## config.mk

```make
export PLATFORM = sky130hd
export DESIGN_NAME = transfer_reg_assembler
export DESIGN_NICKNAME = d
export VERILOG_FILES = /design/src/rtl/transfer_reg_assembler.sv
export SDC_FILE = /design/constraint.sdc
export NUM_CORES = 1
export LEC_CHECK = 0
export CAP_MARGIN = 20
export CORE_UTILIZATION = 25
export DETAILED_ROUTE_END_ITERATION = 7
export HOLD_SLACK_MARGIN = 0.02
export PLACE_DENSITY = 0.46
export SYNTH_ARGS = -nofsm -noshare
export SYNTH_HDL_FRONTEND = slang
export SYNTH_SLANG_ARGS = --single-unit
```

## constraint.sdc

```tcl
create_clock -name CLK -period 1.3 [get_ports CLK]
set_input_delay 0.325 -clock CLK [delete_from_list [all_inputs] [get_ports CLK]]
set_output_delay 0.325 -clock CLK [all_outputs]
set_load 0.01 [all_outputs]
```

## src/rtl/transfer_reg_assembler.sv

```systemverilog
// Serial-to-parallel transfer register: assembles WIDTH bits LSB-first and hands the word
// to the buffer-register write path via TWREQ/WACK. Optional parity: TRANSFER_REG_ASSEMBLER_PARITY_EN.
module transfer_reg_assembler #(
  parameter int WIDTH = 9
) (
  input  logic                         CLK,
  input  logic                         RESETN,
  input  logic                         CLTR,
  input  logic                         SRTR,
  input  logic                         SDIN,
  input  logic                         STO,
  input  logic                         WACK,
  output logic [WIDTH-1:0]             TW,
  output logic                         TWREQ,
  output logic                         TRFULL,
  output logic                         OVR,
`ifdef TRANSFER_REG_ASSEMBLER_PARITY_EN
  output logic                         TWP,
`endif
  output logic [$clog2(WIDTH+1)-1:0]   BITCNT
);

  localparam int CW = $clog2(WIDTH+1);

  typedef enum logic [1:0] {
    ST_EMPTY,
    ST_SHIFT,
    ST_FULL,
    ST_WRITE
  } state_t;

  state_t           state_q, state_d;
  logic [WIDTH-1:0] tw_q, tw_d;
  logic [CW-1:0]    bitcnt_q, bitcnt_d;
  logic             twreq_q, twreq_d;
  logic             trfull_q, trfull_d;
  logic             ovr_q, ovr_d;
  logic             twp_q, twp_d;

  always_comb begin
    state_d  = state_q;
    tw_d     = tw_q;
    bitcnt_d = bitcnt_q;
    twreq_d  = twreq_q;
    trfull_d = trfull_q;
    ovr_d    = ovr_q;
    twp_d    = twp_q;

    if (CLTR) begin
      state_d  = ST_EMPTY;
      tw_d     = '0;
      bitcnt_d = '0;
      twreq_d  = 1'b0;
      trfull_d = 1'b0;
      ovr_d    = 1'b0;
      twp_d    = 1'b1;
    end else begin
      unique case (state_q)
        ST_EMPTY, ST_SHIFT: begin
          // STO is deliberately ignored here, even alongside the final shift.
          if (SRTR) begin
            tw_d     = {SDIN, tw_q[WIDTH-1:1]};
            bitcnt_d = bitcnt_q + CW'(1);
            twp_d    = twp_q ^ SDIN;
            if (bitcnt_q == CW'(WIDTH-1)) begin
              state_d  = ST_FULL;
              trfull_d = 1'b1;
            end else begin
              state_d  = ST_SHIFT;
            end
          end
        end
        ST_FULL: begin
          if (SRTR) ovr_d = 1'b1;
          if (STO) begin
            state_d = ST_WRITE;
            twreq_d = 1'b1;
          end
        end
        ST_WRITE: begin
          if (SRTR) ovr_d = 1'b1;
          if (WACK) begin
            state_d  = ST_EMPTY;
            tw_d     = '0;
            bitcnt_d = '0;
            twreq_d  = 1'b0;
            trfull_d = 1'b0;
            twp_d    = 1'b1;
          end
        end
        default: state_d = ST_EMPTY;
      endcase
    end
  end

  always_ff @(posedge CLK or negedge RESETN) begin
    if (!RESETN) begin
      state_q  <= ST_EMPTY;
      tw_q     <= '0;
      bitcnt_q <= '0;
      twreq_q  <= 1'b0;
      trfull_q <= 1'b0;
      ovr_q    <= 1'b0;
      twp_q    <= 1'b1;
    end else begin
      state_q  <= state_d;
      tw_q     <= tw_d;
      bitcnt_q <= bitcnt_d;
      twreq_q  <= twreq_d;
      trfull_q <= trfull_d;
      ovr_q    <= ovr_d;
      twp_q    <= twp_d;
    end
  end

  assign TW     = tw_q;
  assign BITCNT = bitcnt_q;
  assign TWREQ  = twreq_q;
  assign TRFULL = trfull_q;
  assign OVR    = ovr_q;

`ifdef TRANSFER_REG_ASSEMBLER_PARITY_EN
  assign TWP = twp_q;
`else
  logic unused_twp;
  assign unused_twp = twp_q;
`endif

endmodule

```

==> impl_metrics.yaml, run 1 <==
sta:
  post-route-period-util_pct: 105
  skew_ns: 0.00148
  max-slew-margin-rel_pct: 77.2
  final-hold-violation-count: 0
  tightest_slew_ns: 0.342
  rsz0062_at_grt: "yes"
  fin_crit_ns: 1.37
  clock.fmax_mhz: 730
  slew_violations: 0
  layout_setup_ws_ns: -0.0699
  report.final.setup_viol: 4
setup_path:
  path_class: "reg2reg"
  arrival_ns: 1.61
  worstPathCellList: "and2b_2, nor3_4, or4_1, nand2_1"
  crit_fanout: 4
  cp-startpoint: "state_q[1]"
  r2r_end: "BITCNT[3]"
  endpoint_kind: "register"
  cp-endpoint: "BITCNT[3]"
  rrSetupSlack_ns: -0.07
  slowest_delay_ns: 0.50
  ff2ff_path_depth: 4
  startpoint_type: "register"
  worstReg2RegStart: "state_q[1]"
  cp_slowest_cell: "or4_1"
  required_ns: 1.54
logic_synthesis:
  ys_warn_count: 0
  avgSynthCellArea_sq_um: 10.2
  synthCells: 81
  synth_area_sq_um: 825
  syn_nets: 90
  synth.distinct_cells: 26
  seq_area_frac_synth_pct: 54.6
  synth_seq_cells: 18
clock_network:
  cts_sinks: 18
  htree_num_levels: 1
  clkLatencyLatePin_ns: 0.30
  cts_root_buf: "clkbuf_4"
  cts_tree: "built"
  hold_buffers: 0
  path_clk_slew_ns: 0.11
  cts_buffers: 3
  cts_buffer_depth: 2
worst_hold_path:
  hold_path_class: "in2async"
global_route:
  met1_usage_pct: 16.6
  grt_max_degree: 19
  grt_overflow: 0
  grt_pass1_wl_mm: 3.46
  grtUsageMet3_pct: 4.37
  met2_usage_pct: 22.6
  first_global_vias: 793
  grt_usage_pct: 13.3
  grt_busiest_layer: "met2"
  grt_antenna_before_repair: 0
placement:
  numPlacedInstances: 161
  gp_congestion: 0.781
  hpwl_mm: 1.35
  io_buffer_count: 22
detailed_routing:
  drtIter0Drc: 13
  drc: 0
  vias: 783
  finalWirelength_mm: 2.07
  dr.pass1.iters: 4
  antenna_left: 0
  viasPerCell: 4.30
  wire_per_inst_um: 11.4
floorplanning:
  rows: 20
  ios: 23
  initial_core_util_pct: 26.6
  die-area_sq_mm: 0.00353
  die_y_um: 59.4
  dieWidth_um: 59.4
  coreArea_sq_mm: 0.00310
pwr:
  fin_total_pwr_mw: 1.11
  power.density_mw_per_mm2: 831
  p_leak_nw: 0.678
  irDropWorstVdd_mv: 0.453
job:
  drv_cap: 0
run_status:
  violations: "negative setup slack"
  outcome: "complete, but fails checks"
layout:
  finalNonFillerCells: 182
  finalCoreUtilization_pct: 43.1
  antenna_cells: 0
  syn2layout_area_growth_pct: 62.4
  drive_above_1_share_pct: 42.8
  nNetsFinal: 148
==> repair_timing <==
item                       in CTS  in global routing
setup buffers                  12                  5
resized for setup              40                 20
gates cloned                    0                  0
setup endpoints to repair      29                 23
hold endpoints to repair        0                  0
pin swaps                       4                  2
==> final cells by class <==
cell class                 count  area, sq um
fill                         344         1760
tap                           44         55.1
inverter                       4         15.0
clock buffer                   4         36.3
sequential                    18          450
multi-input combinational     56          360
timing repair buffer          56          422
==> state kept, by name (all words and copies together), names as in the netlist <==
name     cells
TWREQ        1
OVR          1
TW           9
state_q      2
TRFULL       1
BITCNT       4
==> through the flow <==
| stage | hold WS (ns) | cell area (sq um) | setup TNS, ns | worst slack, ns |
|---|---|---|---|---|
| 5_1_grt | 0.358 | 1340 | -0.588 | -0.128 |
| 2_1_floorplan | 0.0294 | 825 | -0.106 | -0.0533 |
| 4_1_cts | 0.349 | 1360 | -0.185 | -0.0643 |
| 3_5_place_dp | 0.490 | 1210 | -6.09 | -0.496 |
| 6_report | 0.345 | 1340 | -0.157 | -0.0699 |
| 3_3_place_gp | 0.488 | 1210 | -5.79 | -0.482 |
==> critical path: cells and delay by family, from the launching register on <==
kind             cells  cell delay (ns)
and+or+nand+nor      4             0.88
DFF                  1             0.44
==> logic make-up after synthesis <==
family / synth area share, %
simple gates: 19.3
mux: 2.58
xor+xnor: 1.06
fa+ha+maj: 3.03
compound gates: 15.9
flops: 54.6
buf+inv: 3.49
==> cell usage after synthesis <==
master | n | area (sq um)
a21oi_1 | 6 | 30.0
a22o_1 | 4 | 35.0
a32o_1 | 1 | 10.0
and2b_1 | 1 | 7.51
and3_4 | 1 | 11.3
and4bb_2 | 1 | 12.5
buf_2 | 2 | 10.0
clkbuf_1 | 1 | 3.75
dfrtp_1 | 18 | 450
ha_1 | 2 | 25.0
inv_1 | 4 | 15.0
mux2_2 | 1 | 11.3
mux2i_1 | 1 | 10.0
nand2_1 | 15 | 56.3
nand2b_1 | 1 | 6.26
nand3_1 | 1 | 5.00
nor2_1 | 6 | 22.5
nor3_4 | 1 | 16.3
nor3b_1 | 1 | 7.51
o211ai_1 | 1 | 7.51
o21ai_0 | 7 | 35.0
o22ai_1 | 1 | 6.26
o31ai_1 | 1 | 7.51
or2_1 | 1 | 6.26
or4_1 | 1 | 7.51
xor2_1 | 1 | 8.76
==> power by group <==
part	internal [mW]	leakage, nW	total [mW]	switching [mW]
registers	0.573	0.247	0.582	0.00896
clock network	0.171	0.0210	0.357	0.186
logic	0.0934	0.410	0.174	0.0806
==> per-layer routing <==
layer,share of wire (%),vias up,wire length [um]
li1,-,393,-
met1,47,369,964
met2,47,19,983
met3,5.6,2,117
met4,0.39,0,8
met5,0,-,0
==> how the worst min path moves through the flow <==
stage | to | cells after the start
after CTS | BITCNT[0] | 2
after floorplan | BITCNT[0] | 0
final | BITCNT[1] | 2
after detailed placement | TW[0] | 1
after global routing | state_q[1] | 2
after global placement | TW[0] | 1
==> cells in the final DEF, fill, tap and decap left out, drive strengths merged, types with 2 or more instances in the layout <==
cell            n
ha              2
buf            34
clkdlybuf4s50   3
inv             4
o21ai           7
nand2          15
dfrtp          18
clkdlybuf4s15   3
nor2            6
clkbuf         17
dlygate4sd2     3
a22o            4
a21oi           6
(Power assumes the default switching activity.)
==> run 2, diff against run 1 <==
--- a/config.mk
+++ b/config.mk
@@ -6,10 +6,11 @@
 export NUM_CORES = 1
 export LEC_CHECK = 0
 export CAP_MARGIN = 20
+export CORE_MARGIN = 10
 export CORE_UTILIZATION = 25
 export DETAILED_ROUTE_END_ITERATION = 7
 export HOLD_SLACK_MARGIN = 0.02
-export PLACE_DENSITY = 0.46
+export PLACE_DENSITY = 0.44
 export SYNTH_ARGS = -nofsm -noshare
 export SYNTH_HDL_FRONTEND = slang
 export SYNTH_SLANG_ARGS = --single-unit
==> constraint.sdc (replaced) <==
create_clock -name CLK -period 1.8 [get_ports CLK]
set_input_delay 0.45 -clock CLK [delete_from_list [all_inputs] [get_ports CLK]]
set_output_delay 0.45 -clock CLK [all_outputs]
set_load 0.01 [all_outputs]
==> impl_metrics.yaml, run 2 (synthesized netlist as in run 1, its figures left out) <==
run_status:
  outcome: "finished clean"
job:
  drv_cap: 0
global_route:
  grt_antenna_before_repair: 0
  grt_usage_pct: 7.39
  grt_max_degree: 19
  grt_pass1_wl_mm: 3.65
  grt_overflow: 0
  first_global_vias: 739
layout:
  finalCoreUtilization_pct: 39.0
  drive_above_1_share_pct: 17.4
  largest_reg_flops: 9
  layout_commonest_cell: "clkdlybuf4s50_1"
  antenna_cells: 0
  n_fill_cell: 347
  nNetsFinal: 125
  syn2layout_area_growth_pct: 46.6
  layout_common_cells: "21 x clkdlybuf4s50_1, 17 x dfrtp_1, 15 x nand2_1"
placement:
  io_buffer_count: 22
  hpwl_mm: 1.54
  gp_congestion: 0.752
clock_network:
  cts_tree: "built"
  htree_num_levels: 1
  cts_sinks: 18
  cts_root_buf: "clkbuf_4"
  cts_buffer_depth: 2
  clkLatencyLatePin_ns: 0.29
  cts_buffers: 3
  hold_buffers: 0
  path_clk_slew_ns: 0.11
setup_path:
  rrSetupSlack_ns: 0.34
  worstReg2RegStart: "state_q[1]"
  path_class: "reg2out"
  startpoint_type: "register"
  ff2ff_path_depth: 4
  r2r_end: "BITCNT[3]"
  slowest_delay_ns: 0.55
  arrival_ns: 1.25
  worstPathCellList: "clkdlybuf4s50_1"
  crit_fanout: 5
  cp.depth: 1
  endpoint_kind: "output port"
  cp_slowest_cell: "clkdlybuf4s50_1"
  cp_top_family: "buffers and inverters"
  required_ns: 1.35
  cp_num_buf_inv: 1
sta:
  tightest_slew_ns: 0.601
  final-hold-violation-count: 0
  slew_violations: 0
  whs_ns: 0.479
  post-route-period-util_pct: 94.6
  rsz0062_at_grt: "no"
  report.final.setup_viol: 0
  clock.fmax_mhz: 587
  max-slew-margin-rel_pct: 59.8
  skew_ns: 0.00421
  fin_crit_ns: 1.70
detailed_routing:
  vias: 682
  finalWirelength_mm: 2.07
  drc: 0
  drtIter0Drc: 27
  viasPerCell: 4.29
  antenna_left: 0
  dr.pass1.iters: 4
  wire_per_inst_um: 13.0
floorplanning:
  dieWidth_um: 77.4
  ios: 23
  rows: 20
  die-area_sq_mm: 0.00600
  die_y_um: 77.4
  initial_core_util_pct: 26.6
  coreArea_sq_mm: 0.00310
worst_hold_path:
  hold_path_class: "in2async"
pwr:
  power.density_mw_per_mm2: 642
  p_leak_nw: 0.538
  irDropWorstVdd_mv: 0.459
[run 2: cell types whose count changed in the layout (fill, tap and decap cells not counted), sizes merged]
| cell | before | now |
|---|---|---|
| dlygate4sd2 | 3 | 0 |
| clkdlybuf4s50 | 3 | 21 |
| dlymetal6s2s | 0 | 1 |
| clkbuf | 17 | 4 |
| buf | 34 | 11 |
| clkdlybuf4s15 | 3 | 0 |
[run 2: repair_timing]
item	CTS	global route
resized for setup	0	2
setup endpoints to repair	0	2
setup buffers	0	1
[run 2: per-stage QoR]
stage                     setup TNS, ns  cell area, sq um  setup slack, ns  total power [mW]  instances
final                                 0              1210           0.0964             0.776        159
after floorplan                       0               825            0.361             0.468         81
after global placement           -0.472              1160           -0.116             0.533        154
after CTS                             0              1200           0.0353             0.791        158
after detailed placement         -0.684              1160           -0.129             0.532        154
after global routing                  0              1210          0.00610             0.830        159
[run 2: report_power, final]
part,switching (mW),internal (mW)
clock network,0.127,0.123
logic,0.0464,0.0533
registers,0.0109,0.414
[run 2: area by class of cell]
type | instances | area [sq um] | share of cell area (%)
clock buffers | 4 | 36.3 | 3.00
repair buffers | 33 | 305 | 25.3
multi-input cells | 56 | 345 | 28.6
flip-flops and latches | 18 | 452 | 37.4
well taps | 44 | 55.1 | 4.55
inverters | 4 | 15.0 | 1.24
[run 2: how the worst max path moves through the flow]
stage / to / startpoint
2_1_floorplan: BITCNT[3] / WACK
3_3_place_gp: BITCNT[3] / WACK
3_5_place_dp: BITCNT[3] / WACK
4_1_cts: BITCNT[1] / BITCNT[1]
5_1_grt: BITCNT[3] / BITCNT[3]
6_report: BITCNT[1] / BITCNT[1]
[run 2: metal layers]
layer | vias to the layer above | share of wire, % | wire length [um] | track usage (%)
li1 | 348 | - | - | -
met1 | 313 | 48 | 990 | 8.31
met2 | 19 | 43 | 893 | 11.9
met3 | 2 | 8.2 | 170 | 4.61
met4 | 0 | 0.63 | 13 | 1.09
met5 | - | 0 | 0 | 0
